**src/rtl/game_pkg.sv**
```systemverilog
// rtl/game_pkg.sv - shared types and constants for the reaction-game round sequencer
package game_pkg;

    typedef enum logic [2:0] {
        ST_IDLE,
        ST_ARM,
        ST_PLAY,
        ST_GAP,
        ST_OVER
    } state_e;

    localparam int TGT_W   = 4;
    localparam int SCORE_W = 8;

    // Right-shift Galois mask for x^8 + x^6 + x^5 + x^4 + 1
    localparam logic [7:0] LFSR_POLY = 8'hB8;

endpackage

```
**src/rtl/lfsr8.sv**
```systemverilog
// rtl/lfsr8.sv - free-running 8-bit Galois LFSR used to pick round targets
//
// Ports:
//   clock  - system clock
//   resetn - asynchronous active-low reset, loads SEED
//   q      - current LFSR state, advances every cycle
module lfsr8
    import game_pkg::*;
#(
    parameter logic [7:0] SEED = 8'hA5
) (
    input  logic       clock,
    input  logic       resetn,
    output logic [7:0] q
);

    // The polynomial has a constant term, so a nonzero state never maps to zero
    always_ff @(posedge clock or negedge resetn) begin
        if (!resetn) begin
            q <= SEED;
        end else if (q[0]) begin
            q <= (q >> 1) ^ LFSR_POLY;
        end else begin
            q <= q >> 1;
        end
    end

endmodule

```
**src/rtl/round_master.sv**
```systemverilog
// rtl/round_master.sv - round sequencer: target pick, response window, score and lives
//
// Ports:
//   clock, resetn  - system clock, asynchronous active-low reset
//   start          - level; starts a game from IDLE or OVER
//   correct        - registered hit verdict from the button checker
//   randomnumber   - one-hot target, zero outside PLAY
//   timerdone      - high outside PLAY, blanks the checker
//   score, lives   - hits this game (saturating) and remaining lives
//   round_active   - high in PLAY
//   game_over      - high in OVER
module round_master
    import game_pkg::*;
#(
    parameter int unsigned TICK_DIV    = 50_000_000,
    parameter int unsigned ROUND_TICKS = 20,
    parameter int unsigned MIN_TICKS   = 4,
    parameter int unsigned GAP_CYCLES  = 25_000_000,
    parameter int unsigned LIVES       = 3,
    parameter logic [7:0]  SEED        = 8'hA5
) (
    input  logic               clock,
    input  logic               resetn,
    input  logic               start,
    input  logic               correct,
    output logic [TGT_W-1:0]   randomnumber,
    output logic               timerdone,
    output logic [SCORE_W-1:0] score,
    output logic [1:0]         lives,
    output logic               round_active,
    output logic               game_over
);

    localparam int PRE_W  = (TICK_DIV > 1) ? $clog2(TICK_DIV) : 1;
    localparam int TICK_W = $clog2(ROUND_TICKS + 1);
    localparam int GAP_W  = (GAP_CYCLES > 1) ? $clog2(GAP_CYCLES) : 1;

    localparam logic [PRE_W-1:0]  PRE_LAST = PRE_W'(TICK_DIV - 1);
    localparam logic [GAP_W-1:0]  GAP_LAST = GAP_W'(GAP_CYCLES - 1);
    localparam logic [TICK_W-1:0] WIN_INIT = TICK_W'(ROUND_TICKS);
    localparam logic [TICK_W-1:0] WIN_MIN  = TICK_W'(MIN_TICKS);

    state_e               state_q;
    logic [PRE_W-1:0]     pre_q;
    logic [TICK_W-1:0]    tick_q;
    logic [TICK_W-1:0]    window_q;
    logic [GAP_W-1:0]     gap_q;
    logic [TGT_W-1:0]     target_q;
    logic [TGT_W-1:0]     rnum_q;
    logic                 timerdone_q;
    logic [SCORE_W-1:0]   score_q;
    logic [1:0]           lives_q;
    logic                 active_q;
    logic                 over_q;

    logic [7:0]           lfsr_q;
    logic                 lfsr_unused;

    logic [TGT_W-1:0]     cand;
    logic [TGT_W-1:0]     target_d;
    logic                 tick_wrap;
    logic                 expired;
    logic [TICK_W-1:0]    window_d;
    logic [SCORE_W-1:0]   score_d;

    lfsr8 #(.SEED(SEED)) u_lfsr (
        .clock  (clock),
        .resetn (resetn),
        .q      (lfsr_q)
    );

    assign lfsr_unused = ^lfsr_q[7:2];

    // Rotating away from the previous target keeps a held button from
    // scoring the next round.
    assign cand     = TGT_W'(1) << lfsr_q[1:0];
    assign target_d = (cand == target_q) ? {cand[TGT_W-2:0], cand[TGT_W-1]} : cand;

    // Expiry is the last prescaler cycle of the last tick of the window,
    // so PLAY lasts exactly window * TICK_DIV cycles.
    assign tick_wrap = (pre_q == PRE_LAST);
    assign expired   = tick_wrap && (tick_q == window_q - TICK_W'(1));

    assign window_d = (window_q > WIN_MIN) ? window_q - TICK_W'(1) : WIN_MIN;
    assign score_d  = (score_q == '1) ? score_q : score_q + SCORE_W'(1);

    always_ff @(posedge clock or negedge resetn) begin
        if (!resetn) begin
            state_q     <= ST_IDLE;
            pre_q       <= '0;
            tick_q      <= '0;
            window_q    <= WIN_INIT;
            gap_q       <= '0;
            target_q    <= '0;
            rnum_q      <= '0;
            timerdone_q <= 1'b1;
            score_q     <= '0;
            lives_q     <= 2'(LIVES);
            active_q    <= 1'b0;
            over_q      <= 1'b0;
        end else begin
            case (state_q)
                ST_IDLE, ST_OVER: begin
                    if (start) begin
                        score_q  <= '0;
                        lives_q  <= 2'(LIVES);
                        window_q <= WIN_INIT;
                        over_q   <= 1'b0;
                        state_q  <= ST_ARM;
                    end
                end
                ST_ARM: begin
                    target_q    <= target_d;
                    rnum_q      <= target_d;
                    timerdone_q <= 1'b0;
                    active_q    <= 1'b1;
                    pre_q       <= '0;
                    tick_q      <= '0;
                    state_q     <= ST_PLAY;
                end
                ST_PLAY: begin
                    if (correct) begin
                        // A hit on the expiry cycle still wins
                        score_q     <= score_d;
                        window_q    <= window_d;
                        rnum_q      <= '0;
                        timerdone_q <= 1'b1;
                        active_q    <= 1'b0;
                        gap_q       <= '0;
                        state_q     <= ST_GAP;
                    end else if (expired) begin
                        lives_q     <= lives_q - 2'd1;
                        rnum_q      <= '0;
                        timerdone_q <= 1'b1;
                        active_q    <= 1'b0;
                        gap_q       <= '0;
                        if (lives_q == 2'd1) begin
                            over_q  <= 1'b1;
                            state_q <= ST_OVER;
                        end else begin
                            state_q <= ST_GAP;
                        end
                    end else if (tick_wrap) begin
                        pre_q  <= '0;
                        tick_q <= tick_q + TICK_W'(1);
                    end else begin
                        pre_q <= pre_q + PRE_W'(1);
                    end
                end
                ST_GAP: begin
                    if (gap_q == GAP_LAST) begin
                        state_q <= ST_ARM;
                    end else begin
                        gap_q <= gap_q + GAP_W'(1);
                    end
                end
                default: state_q <= ST_IDLE;
            endcase
        end
    end

    assign randomnumber = rnum_q;
    assign timerdone    = timerdone_q;
    assign score        = score_q;
    assign lives        = lives_q;
    assign round_active = active_q;
    assign game_over    = over_q;

endmodule

```
**config.mk**
```make
export PLATFORM = sky130hd
export DESIGN_NAME = round_master
export DESIGN_NICKNAME = d
export VERILOG_FILES = /design/src/rtl/game_pkg.sv /design/src/rtl/lfsr8.sv /design/src/rtl/round_master.sv
export SDC_FILE = /design/constraint.sdc
export NUM_CORES = 1
export LEC_CHECK = 0
export BUFFER_PORTS_ARGS = -buffer_cell sky130_fd_sc_hd__buf_4
export CELL_PAD_IN_SITES_DETAIL_PLACEMENT = 1
export CELL_PAD_IN_SITES_GLOBAL_PLACEMENT = 1
export CORE_MARGIN = 1.5
export CORE_UTILIZATION = 45
export CTS_BUF_LIST = sky130_fd_sc_hd__clkbuf_2
export CTS_CLUSTER_SIZE = 10
export DETAILED_ROUTE_END_ITERATION = 7
export PLACE_DENSITY_LB_ADDON = 0.1
export SKIP_LAST_GASP = 1
export SYNTH_ARGS = -nofsm -noshare
export SYNTH_HDL_FRONTEND = slang
export SYNTH_SLANG_ARGS = --single-unit
export TNS_END_PERCENT = 20
```
**constraint.sdc**
```tcl
create_clock -name clock -period 3.1 [get_ports clock]
set_input_delay 0.62 -clock clock [delete_from_list [all_inputs] [get_ports clock]]
set_output_delay 0.62 -clock clock [all_outputs]
set_load 0.05 [all_outputs]
```
==> summary.txt <==
Status
  – Outcome: finished clean

Timing
  – Final min period: 2.65 ns
  – Final worst path period share: 85.5%
  – RSZ-0062 raised after global routing: false
  – Final setup violation count: 0
  – Fmax: 377 MHz
  – Clk_skew: 0.0276 ns
  – Setup TNS: 0 ns
  – Hold WS: 0.358 ns
  – Final slew viol count: 0
  – Final hold viol count: 0
  – Slew headroom: 47.4%
  – Worst Tran Pin Value: 0.779 ns

Power
  – Flop pwr share: 43.7%
  – Net Switching: 1.58 mW
  – Sw Ratio: 43.4%
  – Pwr Density: 694 nW/um2
  – Comb power frac: 39.3%
  – Clk pwr share: 17.0%
  – Maximum VDD drop: 360 uV
  – LEAKAGE: 2.29 nW
  – Pint: 2.06 mW

Route
  – Total iterations of the first detailed-routing run: 4
  – Final wirelength: 11200 um
  – Drt wl/cell: 16.7 um
  – Detail Route Antenna Nets: 0
  – DRC: 0
  – Vias per cell: 5.78
  – Via Count: 3897
  – Drt first-iter violations: 119

Yosys
  – Post-synth ARST share: 100%
  – EDFF count, synth: 0
  – Most frequent cells after synthesis: dfrtp_1 (84), nor2_1 (62), nand2_1 (49)
  – Register area share after synthesis: 48.2%
  – Area leader, netlist: dfrtp_1
  – Cells after synthesis: 517
  – Synthesized area per cell: 9.38 um2
  – Number of synthesized register bits: 93
  – Top FF cell, synth: dfrtp_1
  – Synthesized area: 4850 um2
  – Top-count cell post-synth: dfrtp_1
  – Synth unique cells: 61
  – Mapped Nets: 527
  – Synth warnings: 0
  – Synth area leaders: dfrtp_1 (43%), dfstp_2 (4.9%), nor2_1 (4.8%)
  – Post-synth top area share: 43.4%

Clock tree
  – TritonCTS clock tree: yes
  – Clk slew on worst S/H paths: 0.26 ns
  – Clock Tree Root: clkbuf_2
  – CTS Buf Count: 9
  – Clock Path Buffers: 2
  – Sinks on the clock net: 93
  – Max H-tree Level: 3
  – Clock latency on the worst-skew pair: 0.57 ns
  – Post CTS Setup Buffer Count: 0
  – PostCTS Resize Cnt: 0

Finish
  – Fillers: 1238
  – Area delta synth->final: 8.11%
  – Layout cells sized above 1: 12.3%
  – Register Area: 2340 um2
  – Nets@finish: 543
  – Multi-input logic area: 2340 um2
  – Ant diodes: 0

Critical path
  – Crit path buffers/inverters: 1
  – Slowest stage delay, CP: 0.56 ns
  – Crit path capture type: flip-flop
  – Worst path slowest cell: or4_1
  – WS Path Type: reg2reg
  – Critical path cell sequence: inv_1, ha_1, nor3b_1, xnor2_1, nor3_4, a31o_2, or4_1, a21oi_1
  – Setup crit start kind: flip-flop
  – CP arrival: 3.15 ns
  – Delay-heaviest family, CP: simple AND/OR/NAND/NOR gates
  – R2R Setup Slk: 0.45 ns
  – Crit path max fanout: 28
  – CP required: 3.60 ns

Global route
  – GRT Util Overall: 21.3%
  – First-pass GRT wire length: 19500 um
  – Vias in the first global route: 4031
  – Grt total ovfl: 0
  – Initial antenna violation count: 0
  – Largest net degree at the start of global routing: 56

Die
  – Row count: 37
  – CORE AREA: 10400 um2
  – Chip Width: 107 um
  – Top-level I/O count: 21
  – Die ar.: 11400 um2
  – Die Y: 107 um
  – Initial Util: 46.7%

Placed design
  – Placed wire-length estimate: 7910 um
  – Port buffer count: 20
  – Routability cong.: 0.790

Run
  – Max-Cap Viols: 0

Hold path
  – Type of the most critical hold path: in2reg
## final timing paths
kind,from,end,cells after the start
setup / recovery,window_q[0],pre_q[9],8
hold / removal,correct,lives[1],3
setup reg to reg,window_q[0],pre_q[9],8
hold reg to reg,u_lfsr.q[3],u_lfsr.q[2],0
max in group asynchronous,resetn,timerdone,3
min in group asynchronous,resetn,pre_q[10],2
## final cells by class
cell class,count,area share (%)
Tap cell,136,3.25
Multi-Input combinational cell,387,44.7
Timing Repair Buffer,27,4.15
Clock inverter,5,1.15
Inverter,15,1.07
Sequential cell,93,44.6
Clock buffer,11,1.05
## state kept, by name, summed over array words and instances, names as in the netlist
name	count
tick_q	5
state_q	3
pre_q	26
timerdone	1
score	8
window_q	5
gap_q	25
randomnumber	4
lives	2
round_active	1
game_over	1
u_lfsr.q	8
target_q	4
## cells by family after synthesis
kind of cell | count (synthesis) | synth area share (%)
mux | 2 | 0.413
fa+ha+maj | 6 | 1.55
flops | 93 | 48.2
buf+inv | 37 | 3.48
compound gates | 106 | 13.6
xor+xnor | 42 | 7.87
simple gates | 231 | 24.9
## cells in the final DEF (no fill, tap or decap), types with 5 or more instances in the layout
cell,instances
inv_1,15
and4_1,5
or4_1,9
a31oi_1,5
a21o_1,6
nand3_1,27
dfstp_2,9
ha_1,6
o31ai_1,11
nand4_1,15
clkbuf_2,11
xnor2_1,17
nand2b_1,9
xor2_1,24
nor4_1,7
nor2_1,61
a21oi_1,29
o21ai_0,32
buf_4,25
dfrtp_1,84
nor3_1,9
or3_1,9
nand2_1,49
## through the flow
| stage | setup slack, ns | utilization, % | cells | total power, mW | instance area, um2 |
|---|---|---|---|---|---|
| 2_1_floorplan | 0.884 | - | 517 | 2.64 | 4850 |
| 3_3_place_gp | 0.636 | 49.3 | 657 | 2.99 | 5110 |
| 3_5_place_dp | 0.469 | 49.3 | 657 | 3.05 | 5110 |
| 4_1_cts | 0.428 | 50.5 | 674 | 3.68 | 5240 |
| 5_1_grt | 0.188 | 50.5 | 674 | 3.90 | 5240 |
| 6_report | 0.449 | 50.5 | 674 | 3.64 | 5240 |
## power groups by stage
| stage | clock [mW] | combinational (mW) | sequential, mW |
|---|---|---|---|
| 2_1_floorplan | 0 | 0.868 | 1.78 |
| 3_3_place_gp | 0 | 1.40 | 1.59 |
| 3_5_place_dp | 0 | 1.44 | 1.61 |
| 4_1_cts | 0.645 | 1.45 | 1.59 |
| 6_report | 0.618 | 1.43 | 1.59 |
| 5_1_grt | 0.691 | 1.59 | 1.62 |
## per-layer routing
metal,up-vias,GRT usage (%),share of wire (%)
met2,24,34.6,48
li1,1868,-,-
met3,12,2.67,1.3
met1,1993,29.4,50
met4,0,7.52,1.5
met5,-,0,0
## worst min-delay path, cell delays in order
cell and delay [ns]:
buf_4 0.12, nor2_1 0.08, mux2i_1 0.12
## timing repair
item | CTS | global route
endpoints found under the setup margin | 0 | 0
hold buffers | 1 | 0
endpoints found under the hold margin | 34 | 0
Power figures use the tool's default switching activity.
